<file path="src/rtl/saved_lines_seq.sv">
// Sequencer for the 3x3 line-buffer datapath: loads nine kernel weights into the
// weight shift chain, then streams one ROWS x LINES frame and flags complete windows.
module saved_lines_seq #(
    parameter int LINES = 16,
    parameter int ROWS  = 16,
    parameter int N     = 4,
    parameter int M     = 4
) (
    input  logic         clk,
    input  logic         rst,
    input  logic         start,
    input  logic         reload_w,
    input  logic         w_src_valid,
    input  logic [M-1:0] w_src_data,
    output logic         w_src_ready,
    input  logic         px_valid,
    input  logic [N-1:0] px_data,
    output logic         px_ready,
    output logic [N-1:0] d_in,
    output logic         en_in,
    output logic [M-1:0] w_in,
    output logic         w_conf,
    output logic         win_valid,
    output logic         win_last,
    output logic         busy,
    output logic         done
);

    localparam int CW = $clog2(LINES);
    localparam int RW = $clog2(ROWS);
    localparam logic [CW-1:0] COL_LAST = CW'(LINES - 1);
    localparam logic [RW-1:0] ROW_LAST = RW'(ROWS - 1);

    typedef enum logic [1:0] {IDLE, WLOAD, STREAM, DONE} state_t;

    state_t        state;
    state_t        state_nxt;
    logic          w_loaded;
    logic [3:0]    wcnt;
    logic [CW-1:0] col;
    logic [RW-1:0] row;
    logic          w_acc;
    logic          px_acc;
    logic          wcnt_last;
    logic          frame_last;
    logic          win_tag;
    logic          win_tag_p0;
    logic          last_tag_p0;

    assign w_acc      = w_src_valid && w_src_ready;
    assign px_acc     = px_valid && px_ready;
    assign wcnt_last  = (wcnt == 4'd8);
    assign frame_last = (row == ROW_LAST) && (col == COL_LAST);
    // The window is complete once two full lines and two pixels precede this one.
    assign win_tag    = (row >= RW'(2)) && (col >= CW'(2));

    assign busy = (state != IDLE);
    assign done = (state == DONE);

    always_ff @(posedge clk) begin
        if (rst) state <= IDLE;
        else     state <= state_nxt;
    end

    always_comb begin
        state_nxt   = state;
        w_src_ready = 1'b0;
        px_ready    = 1'b0;
        case (state)
            IDLE: begin
                if (start) state_nxt = (reload_w || !w_loaded) ? WLOAD : STREAM;
            end
            WLOAD: begin
                w_src_ready = 1'b1;
                if (w_src_valid && wcnt_last) state_nxt = STREAM;
            end
            STREAM: begin
                px_ready = 1'b1;
                if (px_valid && frame_last) state_nxt = DONE;
            end
            DONE:    state_nxt = IDLE;
            default: state_nxt = IDLE;
        endcase
    end

    always_ff @(posedge clk) begin
        if (rst) begin
            w_loaded    <= 1'b0;
            wcnt        <= 4'd0;
            col         <= '0;
            row         <= '0;
            w_in        <= '0;
            w_conf      <= 1'b0;
            d_in        <= '0;
            en_in       <= 1'b0;
            win_tag_p0  <= 1'b0;
            last_tag_p0 <= 1'b0;
            win_valid   <= 1'b0;
            win_last    <= 1'b0;
        end else begin
            // Stage p0: handshake registered onto the datapath strobes and window tags
            w_conf      <= w_acc;
            en_in       <= px_acc;
            win_tag_p0  <= px_acc && win_tag;
            last_tag_p0 <= px_acc && frame_last;
            if (w_acc)  w_in <= w_src_data;
            if (px_acc) d_in <= px_data;

            // Stage p1: datapath has shifted, d_grp now shows the tagged window
            win_valid <= win_tag_p0;
            win_last  <= last_tag_p0;

            if (w_acc) begin
                if (wcnt_last) begin
                    wcnt     <= 4'd0;
                    w_loaded <= 1'b1;
                end else begin
                    wcnt <= wcnt + 4'd1;
                end
            end

            if (px_acc) begin
                if (col == COL_LAST) begin
                    col <= '0;
                    if (row == ROW_LAST) row <= '0;
                    else                 row <= row + RW'(1);
                end else begin
                    col <= col + CW'(1);
                end
            end
        end
    end

endmodule

</file>
<file path="config.mk">
export PLATFORM = sky130hd
export DESIGN_NAME = saved_lines_seq
export DESIGN_NICKNAME = d
export VERILOG_FILES = /design/src/rtl/saved_lines_seq.sv
export SDC_FILE = /design/constraint.sdc
export NUM_CORES = 1
export LEC_CHECK = 0
export BUFFER_PORTS_ARGS = -buffer_cell sky130_fd_sc_hd__buf_2
export CAP_MARGIN = 20
export CORE_ASPECT_RATIO = 0.8
export CORE_MARGIN = 5
export CORE_UTILIZATION = 59
export CTS_BUF_LIST = sky130_fd_sc_hd__clkbuf_8
export DETAILED_ROUTE_END_ITERATION = 10
export PLACE_DENSITY = 0.86
export SYNTH_ARGS = -nofsm -noshare
export SYNTH_HDL_FRONTEND = slang
export SYNTH_SLANG_ARGS = --single-unit
</file>
<file path="constraint.sdc">
create_clock -name clk -period 2.9 [get_ports clk]
set_clock_uncertainty 0.05 [all_clocks]
set_input_delay 0.435 -clock clk [delete_from_list [all_inputs] [get_ports clk]]
set_output_delay 0.435 -clock clk [all_outputs]
set_load 0.03 [all_outputs]
</file>
==> metrics.txt <==
status=finished clean; fillcell total=around 170; synth top area cells=dfxtp_1, ha_1, nand2_1; PwrDens=707 nW/um^2; max-cap check violation count=0; Vias/cell=between 5 and 6; XOR/XNOR Fraction of Synth Area=~4.0%; Post-CTS Hold Buffers=0; cell count after synthesis=about 150; worst-path fanout max=6; peak supply drop=approximately 0.57 mV; reg2reg end=row[3]$_SDFFE_PP0P_; synthesized area=between 1000 and 1500 sq um; CP startpoint kind=flop; number of library cell types mapped by synthesis=33; IO buf count=29; FFs w/ async S/R, synth=0%; most frequent cells in the layout=dfxtp_1, buf_2, nand2_1, a21oi_1, inv_1; f_max=between 0.5 and 0.6 GHz; Final Slew Violations=0; Area Overhead vs Synth=18.6%; die area=3250 sq um; largest net degree at the start of global routing=28; Sum Neg Setup Slack=0 ns; Vias=approximately 1100; clock-pin slew on the worst setup and hold paths=about 0.060 ns; beginning of the critical path=state[0]$_SDFFE_PP0P_; crit path capture=px_ready; cell area after layout=~1500 sq um; Die Wd=62.5 um; RePlAce Congestion=between 0.7 and 0.8; Critical Path End Type=primary output; static leakage=around 0.64 nW; Initial Util=61.3%; Synth Area in Compound Gates=13.9%; FF-to-FF path depth=6; Seq/Total Area, Yosys=between 40 and 50%; Clock Latency Late Sink=0.27 ns; drt wl/cell=about 13 um; num rows=15; Final setup viols=0; Core ar.=around 2100 sq um; RSZ-0062 raised after global routing=no; worst flop-to-flop path startpoint=state[0]$_SDFFE_PP0P_; vias in the first global route=about 1100; H-tree lvl count=2; post-synthesis mux area share=0%; dominant cell type by area after synthesis=dfxtp_1; root buf cell=clkbuf_8; GRT Total Usage=18.8%; CTS Sinks=29; Most used DFF post-synth=dfxtp_1; clk buf depth=2; DP HPWL=just over 2000 um; Syn. warnings=0; max_slew headroom=approximately two thirds; antenna viol nets, final=0; global-route wire length before repair=~4700 um; Reg2Reg Setup Slack=1.19 ns; number of synthesized flops with an enable pin=0; Tightest Hold Check Type=in -> reg; Adder-Cell Fraction of Synth Area=a little over a tenth; DRT Wirelength=around 2700 um; GRT overflow=0; CTS Buf Count=5; nets=approximately 200; TritonCTS clock tree=done; fin crit period=roughly 1.8 ns; CP arrival=~1.3 ns; Top Ports=30; Hold Violations, Final=0; Critical Path RT=approximately 2.4 ns; area of the multi-input gates=approximately 660 sq um; cells resized by post-CTS repair=0; hold depth=3; largest family of logic cells by synthesized area=simple AND/OR/NAND/NOR gates; die span in y=52.0 um; fin crit share=about 63%; critical path type=reg -> out; drt first pass iters=4; simple-gate share of the synthesized area=between 20% and 30%; Post-Syn Nets=approximately 170; syn_area_per_cell=between 8 and 9 sq um; initial detailed-routing violation count=27; Register Area=between 500 and 600 sq um; ant diodes=0; worst-margin pin slew=between 0.4 and 0.5 ns; Setup Fix Bufs, Post-CTS=0; initial antenna violation count=0; placed cell area=1460 sq um; DRC Markers=0; Yosys reg bits=29; layout cells sized above 1=between 20% and 30%; top-area cell type share of the netlist area=~45%
[where the power goes]
group	switching, mW	internal, mW	leakage (nW)	total, mW
Clock	0.134	0.184	0.0485	0.318
Combinational	0.201	0.105	0.357	0.307
Sequential	0.0302	0.434	0.235	0.464
[sequential cells by signal, summed over array words and instances (netlist names), 2 cells and up]
signal  cells
w_in        4
row         4
d_in        4
col         4
wcnt        4
state       2
[per-layer routing]
layer / vias to the layer above / GRT usage [%] / part of all wire, %
met3: 10 / 7.13 / 7.2
met1: 508 / 21.1 / 45
met4: 0 / 11.7 / 2.7
met2: 32 / 30.5 / 45
li1: 560 / - / -
met5: - / 0 / 0
[worst min-delay path by stage]
stage,from,to
2_1_floorplan,last_tag_p0$_SDFF_PP0_,win_last$_SDFF_PP0_
3_3_place_gp,last_tag_p0$_SDFF_PP0_,win_last$_SDFF_PP0_
3_5_place_dp,win_tag_p0$_SDFF_PP0_,win_valid$_SDFF_PP0_
4_1_cts,px_data[3],d_in[3]$_SDFFE_PP0P_
5_1_grt,w_src_data[1],w_in[1]$_SDFFE_PP0N_
6_report,w_src_data[2],w_in[2]$_SDFFE_PP0N_
[worst max-delay path, stage by stage (launching register included)]
cell and delay, ns:
dfxtp_1 0.33, inv_1 0.13, ha_1 0.33, buf_2 0.26
[cells in the mapped netlist, types with 2 or more instances]
master and count:
ha_1 11, nand2_1 27, xnor2_1 3, nand3_1 3, nor2_1 11, inv_1 11
nor2b_1 3, buf_2 2, xor2_1 3, nand4_1 2, dfxtp_1 29, nor3_1 3
a311oi_1 3, clkbuf_1 3, a21oi_1 14, or2_2 2, a211oi_1 2
[logic make-up (layout without fill, tap and decap cells)]
group                    count (synthesis)  count (layout)
adder cells (fa/ha/maj)                 11              11
XOR/XNOR                                 6               6
AND/OR/NAND/NOR                         59              59
flip-flops                              29              29
buffers and inverters                   16              47
AO/OA/AOI/OAI                           27              27
[layout make-up]
cell class / count / share of cell area (%)
flip-flops and latches: 29 / 37.7
well taps: 25 / 2.03
clock inverters: 1 / 0.244
multi-input cells: 103 / 42.6
repair buffers: 29 / 9.42
clock buffers: 6 / 5.36
inverters: 11 / 2.68
[per-stage QoR]
stage	total power [mW]	instances	setup WS, ns	util [%]	hold slack, ns
after floorplan	0.698	148	1.22	-	0.364
after global routing	1.16	204	0.979	72.7	0.349
after global placement	0.760	197	1.38	68.6	0.369
final	1.09	204	1.08	72.7	0.351
after detailed placement	0.778	197	1.22	68.6	0.375
after CTS	1.10	204	1.08	72.7	0.342
No activity file was read; power rests on OpenSTA's default activity.
